[src/rtl/bcd_subtractor_serial.sv]
// rtl/bcd_subtractor_serial.sv - digit-serial packed-BCD subtractor producing |A-B| with sign flag
//
// Computes |A - B| one BCD digit per clock, least significant digit first.
// When the straight subtraction ends with a borrow the result is 10^DIGITS - |A-B|,
// so a second serial pass (0 - r - borrow) turns it into the magnitude.
//
// Ports:
//   clk    - rising-edge clock
//   rst_n  - synchronous active-low reset
//   start  - operation request, accepted only while idle
//   A, B   - minuend / subtrahend, packed BCD, digit 0 in bits [3:0]
//   busy   - high from acceptance through the done cycle
//   done   - one-cycle pulse when D/neg/err are valid
//   D      - |A-B| in packed BCD, held until the next accepted start
//   neg    - A < B
//   err    - some input nibble was not a BCD digit
module bcd_subtractor_serial #(
    parameter int DIGITS = 4
) (
    input  logic                  clk,
    input  logic                  rst_n,
    input  logic                  start,
    input  logic [4*DIGITS-1:0]   A,
    input  logic [4*DIGITS-1:0]   B,
    output logic                  busy,
    output logic                  done,
    output logic [4*DIGITS-1:0]   D,
    output logic                  neg,
    output logic                  err
);

    localparam int IW = (DIGITS > 1) ? $clog2(DIGITS) : 1;
    localparam logic [IW-1:0] LAST = IW'(DIGITS - 1);

    typedef enum logic [1:0] {
        S_IDLE = 2'd0,
        S_SUB  = 2'd1,
        S_COMP = 2'd2,
        S_DONE = 2'd3
    } state_t;

    state_t               state_q, state_d;
    logic [4*DIGITS-1:0]  a_q, b_q, r_q;
    logic [IW-1:0]        idx_q;
    logic                 borrow_q;
    logic                 neg_q, err_q;

    logic [3:0]           a_dig, b_dig, r_dig;
    logic [3:0]           x_dig, y_dig, r_new;
    logic [4:0]           t;
    logic                 borrow_n;
    logic                 last;
    logic                 bad_in;

    function automatic logic has_bad(input logic [4*DIGITS-1:0] v);
        logic bad;
        bad = 1'b0;
        for (int d = 0; d < DIGITS; d++) begin
            if (v[4*d +: 4] > 4'd9) bad = 1'b1;
        end
        return bad;
    endfunction

    assign bad_in = has_bad(A) | has_bad(B);
    assign last   = (idx_q == LAST);

    // Select the current digit of each operand and of the partial result.
    always_comb begin
        a_dig = 4'd0;
        b_dig = 4'd0;
        r_dig = 4'd0;
        for (int d = 0; d < DIGITS; d++) begin
            if (idx_q == IW'(d)) begin
                a_dig = a_q[4*d +: 4];
                b_dig = b_q[4*d +: 4];
                r_dig = r_q[4*d +: 4];
            end
        end
    end

    // One shared digit subtractor: SUB does a-b, COMP does 0-r.
    // A negative 5-bit t lies in -10..-1, so adding 10 to its low nibble
    // (mod 16) yields the correct decimal digit.
    always_comb begin
        x_dig    = (state_q == S_SUB) ? a_dig : 4'd0;
        y_dig    = (state_q == S_SUB) ? b_dig : r_dig;
        t        = {1'b0, x_dig} - {1'b0, y_dig} - {4'd0, borrow_q};
        borrow_n = t[4];
        r_new    = t[4] ? (t[3:0] + 4'd10) : t[3:0];
    end

    // State register
    always_ff @(posedge clk) begin
        if (!rst_n) state_q <= S_IDLE;
        else        state_q <= state_d;
    end

    // Next-state logic
    always_comb begin
        state_d = state_q;
        case (state_q)
            S_IDLE: if (start) state_d = bad_in ? S_DONE : S_SUB;
            S_SUB:  if (last)  state_d = borrow_n ? S_COMP : S_DONE;
            S_COMP: if (last)  state_d = S_DONE;
            S_DONE: state_d = S_IDLE;
            default: state_d = S_IDLE;
        endcase
    end

    // Outputs
    always_comb begin
        busy = (state_q != S_IDLE);
        done = (state_q == S_DONE);
    end

    assign D   = r_q;
    assign neg = neg_q;
    assign err = err_q;

    // Datapath
    always_ff @(posedge clk) begin
        if (!rst_n) begin
            a_q      <= '0;
            b_q      <= '0;
            r_q      <= '0;
            idx_q    <= '0;
            borrow_q <= 1'b0;
            neg_q    <= 1'b0;
            err_q    <= 1'b0;
        end else begin
            case (state_q)
                S_IDLE: begin
                    if (start) begin
                        a_q      <= A;
                        b_q      <= B;
                        r_q      <= '0;
                        idx_q    <= '0;
                        borrow_q <= 1'b0;
                        neg_q    <= 1'b0;
                        err_q    <= bad_in;
                    end
                end
                S_SUB, S_COMP: begin
                    for (int d = 0; d < DIGITS; d++) begin
                        if (idx_q == IW'(d)) r_q[4*d +: 4] <= r_new;
                    end
                    if (last) begin
                        idx_q    <= '0;
                        borrow_q <= 1'b0;
                        if (state_q == S_SUB && borrow_n) neg_q <= 1'b1;
                    end else begin
                        idx_q    <= idx_q + 1'b1;
                        borrow_q <= borrow_n;
                    end
                end
                default: ;
            endcase
        end
    end

endmodule

[config.mk]
export PLATFORM = sky130hd
export DESIGN_NAME = bcd_subtractor_serial
export DESIGN_NICKNAME = d
export VERILOG_FILES = /design/src/rtl/bcd_subtractor_serial.sv
export SDC_FILE = /design/constraint.sdc
export NUM_CORES = 1
export LEC_CHECK = 0
export CORE_MARGIN = 4
export CORE_UTILIZATION = 52
export DETAILED_ROUTE_END_ITERATION = 16
export PLACE_DENSITY = 0.9
export SLEW_MARGIN = 15
export SYNTH_ARGS = -nofsm -noshare
export SYNTH_HDL_FRONTEND = slang
export SYNTH_SLANG_ARGS = --single-unit
[constraint.sdc]
create_clock -name clk -period 4.7 [get_ports clk]
set_clock_uncertainty 0.1 [all_clocks]
set_input_delay 0.705 -clock clk [delete_from_list [all_inputs] [get_ports clk]]
set_output_delay 0.705 -clock clk [all_outputs]
set_load 0.05 [all_outputs]
Word level (Yosys, flattened, before mapping)
Index checks and enable logic that the tools add are counted.
Operators by class
  add/sub/neg operators: 4
  $mul: 0
  divide/modulo/power cells: 0
  magnitude comparators: 8
  eq/ne operators: 14
  shift operators: 0
  mux-type cells: 44
  bitwise operators: 1
  reduce and logical (&&, ||, !) cells: 14
Operators with widths (number)
  two-way mux 4 bit: 19
  greater-than comparator 4 bit, second input constant: 8
  case mux 16 bit (2 select lines): 1
  two-way mux 16 bit: 1
  != test 2 bit, second input constant: 8
  AND reduction 3 bit: 5
  two-way mux 1 bit: 13
  two-way mux 2 bit: 6
  equality test 2 bit, second input constant: 4
  case mux 2 bit (4 select lines): 1
  subtractor 4 x 4 -> 5 bit: 1
  subtractor 5 x 1 -> 5 bit: 1
  adder 4 bit, second input constant: 1
  equality test 2 x 1 -> 1 bit, second input constant: 2
  logical NOT 2 bit: 2
  case mux 1 bit (2 select lines): 2
  case mux 2 bit (2 select lines): 1
  AND reduction 2 bit: 2
  AND reduction 4 bit: 1
  nonzero test 2 bit: 2
  adder 2 x 1 -> 2 bit, second input constant: 1
  OR reduction 2 bit: 1
  logical AND 1 bit: 1
  bitwise OR 1 bit: 1
Word-level totals
  register bits after elaboration: 55
  bits in latches: 0
  bits in writable memories: 0
  ROM bits: 0
  output and inout bits: 20
  word-level logic and storage cells: 96
  memories: 0

Logic depth before layout (Yosys ltp)
  depth in word-level cells: 12
  gate-level depth with buffers: 18

Worst setup path after synthesis
Ideal clock, no wire load.
  path kind: register to register
  start: register idx_q[0]
  end: register r_q[3] (netlist: D[3])
  setup time: 0.136 ns
  data arrival time: 3.347 ns
  required time: 4.464 ns
  setup slack: 1.117 ns
  stages on the path, launching flop included: 17
  path buffers: 1
  clock period less this slack: 3.583 ns
  path through: dfxtp_1 inv_1 ha_1 buf_4 inv_1 mux4_2 nor2_1 a21oi_1 fa_1 inv_1 fa_1 ha_1 inv_1 a21oi_1 a31oi_1 xor2_2 o22ai_1
On the way
  longest elaborated chain between the ends: 12
Ends and longest elaborated chain
  start, declared: line 44  | logic [IW-1:0] idx_q;
  start signal, assigned: line 152  | idx_q <= idx_q + 1'b1;
  logical NOT 2 bit: line 73, 145
  two-way mux 4 bit (4 in series): line 73  | if (idx_q == IW'(d)) begin
  two-way mux 4 bit (on tied branches): line 85, 86
  subtractor 4 x 4 -> 5 bit: line 87  | t = {1'b0, x_dig} - {1'b0, y_dig} - {4'd0, borrow_q};
  subtractor 5 x 1 -> 5 bit: line 87
  adder 4 bit: line 89  | r_new = t[4] ? (t[3:0] + 4'd10) : t[3:0];
  two-way mux 4 bit: line 89
  two-way mux 4 bit: line 145  | if (idx_q == IW'(d)) r_q[4*d +: 4] <= r_new;
  case mux 16 bit (2 select lines): line 131  | case (state_q)
  end signal, assigned by index: line 145
  end, declared: line 43  | logic [4*DIGITS-1:0] a_q, b_q, r_q;
Several ways; a longest one is shown, not always the timed one. The select of a mux whose other input is x is not followed.
A chain may end at the register's enable or synchronous reset.

Worst setup path in the final report
Ends and elaborated chain as after synthesis.

==> flow_summary_export.csv <==
group,metric,value,unit
global_route,grt_pass1_wl,11930,µm
clock_tree,cts-buffers-inserted,5,
timing,setup_viol,0,
synth,syn_nets,426,
floorplanning,start_util,0.5405,
synth,ys_seq_area_frac,0.3654,
drt,num_vias,2689,
global_route,track_usage,0.2038,
power_and_ir_drop,vdd.ir_drop.worst,0.3123,mV
timing,hold_viol,0,
synth,syn-cell-area,0.003013,mm²
power_and_ir_drop,power_frac_comb,0.605,
clock_tree,ctsResizeCount,0,
floorplanning,dieHeight,84.12,µm
floorplanning,pin_count,55,
synth,synth_top_cell_by_area,"dfxtp_1",
synth,ys_top_cells_by_area,"dfxtp_1, nand2_1, a21boi_0",
synth,ys_seq_elements,55,
clock_tree,htreeDepth,2,
timing,max_freq,0.2445,GHz
setup_path,start_kind,"flip-flop",
synth,synth_top_area_share,0.3654,
floorplanning,core_area,0.005574,mm²
drt,routed_via_density,5.533,
power_and_ir_drop,switching_share,0.4843,
drt,wirelength,7182,µm
synth,synth-xor-area-share,0.02243,
final_layout,stdcell_count,486,
setup_path,r2r_cells,14,
final_layout,fin_nets,466,
final_layout,synthToLayoutAreaGrowth,20.97,%
setup_path,arrival,4180,ps
clock_tree,cts_tree,"yes",
power_and_ir_drop,power_density,645.3,mW/mm²
clock_tree,clk_latency,310,ps
run,max_cap_viol_count,0,
drt,drt_iter0_markers,198,
final_layout,layout_commonest_cell,"nand2_1",
setup_path,critPathMaxFanout,25,
status,status,"finished, final reports clean",
timing,rsz0062_at_grt,"false",
final_layout,layout_common_cells,"nand2_1, dfxtp_1, clkdlybuf4s50_1",
place,dp_cells,479,
floorplanning,die_area,0.007076,mm²
clock_tree,clockRootBuffer,"clkbuf_8",
place,dp_hpwl,5316,µm
global_route,overflow,0,
power_and_ir_drop,clock_power_share,0.117,
drt,wire_per_inst,14.78,µm
timing,finalMaxSlewViolations,0,
floorplanning,die_w,84.12,µm
power_and_ir_drop,pwr-share-seq,0.278,
timing,slew_headroom,0.2807,
drt,drt-pass1-iter-count,7,
place,place_ws,634.2,ps
clock_tree,postCtsSetupBuffers,0,
timing,fin_crit,4089,ps
drt,drc,0,
floorplanning,floorplan.rows,27,
final_layout,diodes,0,
clock_tree,clk_pin_slew,100,ps
drt,ant_nets,0,
place,gp_congestion,0.9104,
clock_tree,cts_sinks,55,
global_route,grt_antenna_before_repair,0,
min_path,whs_path_depth,2,
setup_path,criticalPathCategory,"reg2reg",
timing,finalCritPeriodShare,0.8700,
setup_path,worstPathRequired,4790,ps
final_layout,fillCellCount,472,
timing,fin_setup_tns,0,ps
synth,synth_top_family_by_area,"simple AND/OR/NAND/NOR gates",
min_path,hp-class,"reg2reg",
clock_tree,cts_hold_buf,0,
timing,worstMarginPinSlew,1079,ps
synth,synthSimpleGateAreaFrac,0.2143,
synth,ys.warnings.count,0,
timing,layout_setup_ws,610.8,ps
global_route,grt_max_degree,34,
synth,synthDistinctLibCells,41,
final_layout,fin_util,0.6539,
synth,synth_compound_area_frac,0.2068,
synth,synthAdderAreaFrac,0.07558,
synth,syn_area_per_cell,8.056,µm²
place,io_buffers,54,
power_and_ir_drop,internal-power,1213,µW
setup_path,end_kind,"flip-flop",
clock_tree,clock_path_buffers,2,
global_route,grt_pass1_vias,2567,
synth,synthMuxAreaShare,0.06312,
synth,synthCells,374,
power_and_ir_drop,power,2352,µW
final_layout,drive_gt1_frac,0.05072,
power_and_ir_drop,p_sw,1139,µW
power_and_ir_drop,static-leakage-power,0.001316,µW
state kept, by name, summed over array words and instances, names as in the netlist:
signal	count
borrow_q	1
neg	1
b_q	16
idx_q	2
err	1
D	16
state_q	2
a_q	16
power by group through the flow:
stage / Combinational (µW) / Clock [µW] / Sequential, µW
2_1_floorplan: 962 / 0 / 771
3_3_place_gp: 1370 / 0 / 657
3_5_place_dp: 1410 / 0 / 659
6_report: 1420 / 275 / 654
5_1_grt: 1560 / 294 / 664
4_1_cts: 1420 / 279 / 651
worst paths after layout:
check	from	to	slack, ps
worst max-delay path	idx_q[0]$_SDFFE_PN0P_	D[3]$_SDFFE_PN0P_	610
worst min-delay path	neg$_SDFFE_PN0P_	neg$_SDFFE_PN0P_	360
worst max register to register	idx_q[0]$_SDFFE_PN0P_	D[3]$_SDFFE_PN0P_	610
worst min register to register	neg$_SDFFE_PN0P_	neg$_SDFFE_PN0P_	360
routing by layer:
metal | track usage | share of wire | up-vias
li1 | - | - | 1337
met1 | 0.2674 | 0.45 | 1253
met2 | 0.3379 | 0.48 | 87
met3 | 0.03850 | 0.057 | 12
met4 | 0.06579 | 0.017 | 0
met5 | 0 | 0 | -
synth_stat cells (all sizes together):
| master | count |
|---|---|
| mux4 | 4 |
| clkbuf | 13 |
| nand4 | 3 |
| buf | 10 |
| fa | 2 |
| a31oi | 1 |
| mux2i | 10 |
| o21a | 1 |
| nand2b | 5 |
| nand3b | 4 |
| o21ai | 27 |
| a21boi | 35 |
| nand2 | 110 |
| a2111o | 1 |
| a41oi | 1 |
| a211oi | 2 |
| a21oi | 16 |
| nor2 | 6 |
| xnor2 | 2 |
| nand3 | 7 |
| nor3 | 2 |
| a311o | 1 |
| dfxtp | 55 |
| o31ai | 1 |
| inv | 14 |
| and2 | 2 |
| nor2b | 8 |
| nor3b | 2 |
| o22ai | 10 |
| xor2 | 4 |
| ha | 15 |
area by class of cell:
class | instances | area (µm²) | area share
multi-input combinational | 282 | 1754 | 0.4813
sequential | 55 | 1101 | 0.3021
timing repair buffer | 56 | 555.5 | 0.1524
tap | 72 | 90.09 | 0.02472
clock buffer | 6 | 82.58 | 0.02266
inverter | 14 | 52.55 | 0.01442
clock inverter | 1 | 8.758 | 0.002403
cells by family (layout without fill, tap and decap cells):
| group | count (synthesis) | after routing |
|---|---|---|
| AOI/OAI and AO/OA | 96 | 96 |
| and+or+nand+nor | 149 | 149 |
| DFF | 55 | 55 |
| adders and majority gates | 17 | 17 |
| muxes | 14 | 14 |
| xor gates and xnor gates | 6 | 6 |
| buffers and inverters | 37 | 77 |
metrics by stage:
step	cell area, µm²	hold slack [ps]
final	3645	362.3
after detailed placement	3553	351.1
after global placement	3553	349.4
after floorplan	3013	338.3
after CTS	3645	368.0
after global routing	3645	381.3
critical path, stage by stage (launching register included):
cell and delay, ps:
dfxtp_1 430, ha_1 670, o21ai_0 200, mux4_2 490
nor2_1 100, a21oi_1 70, fa_1 420, inv_1 100
fa_1 460, ha_1 210, inv_1 70, a21oi_1 60
a31oi_1 240, xor2_2 250, o22ai_1 100
(Power assumes the default switching activity.)
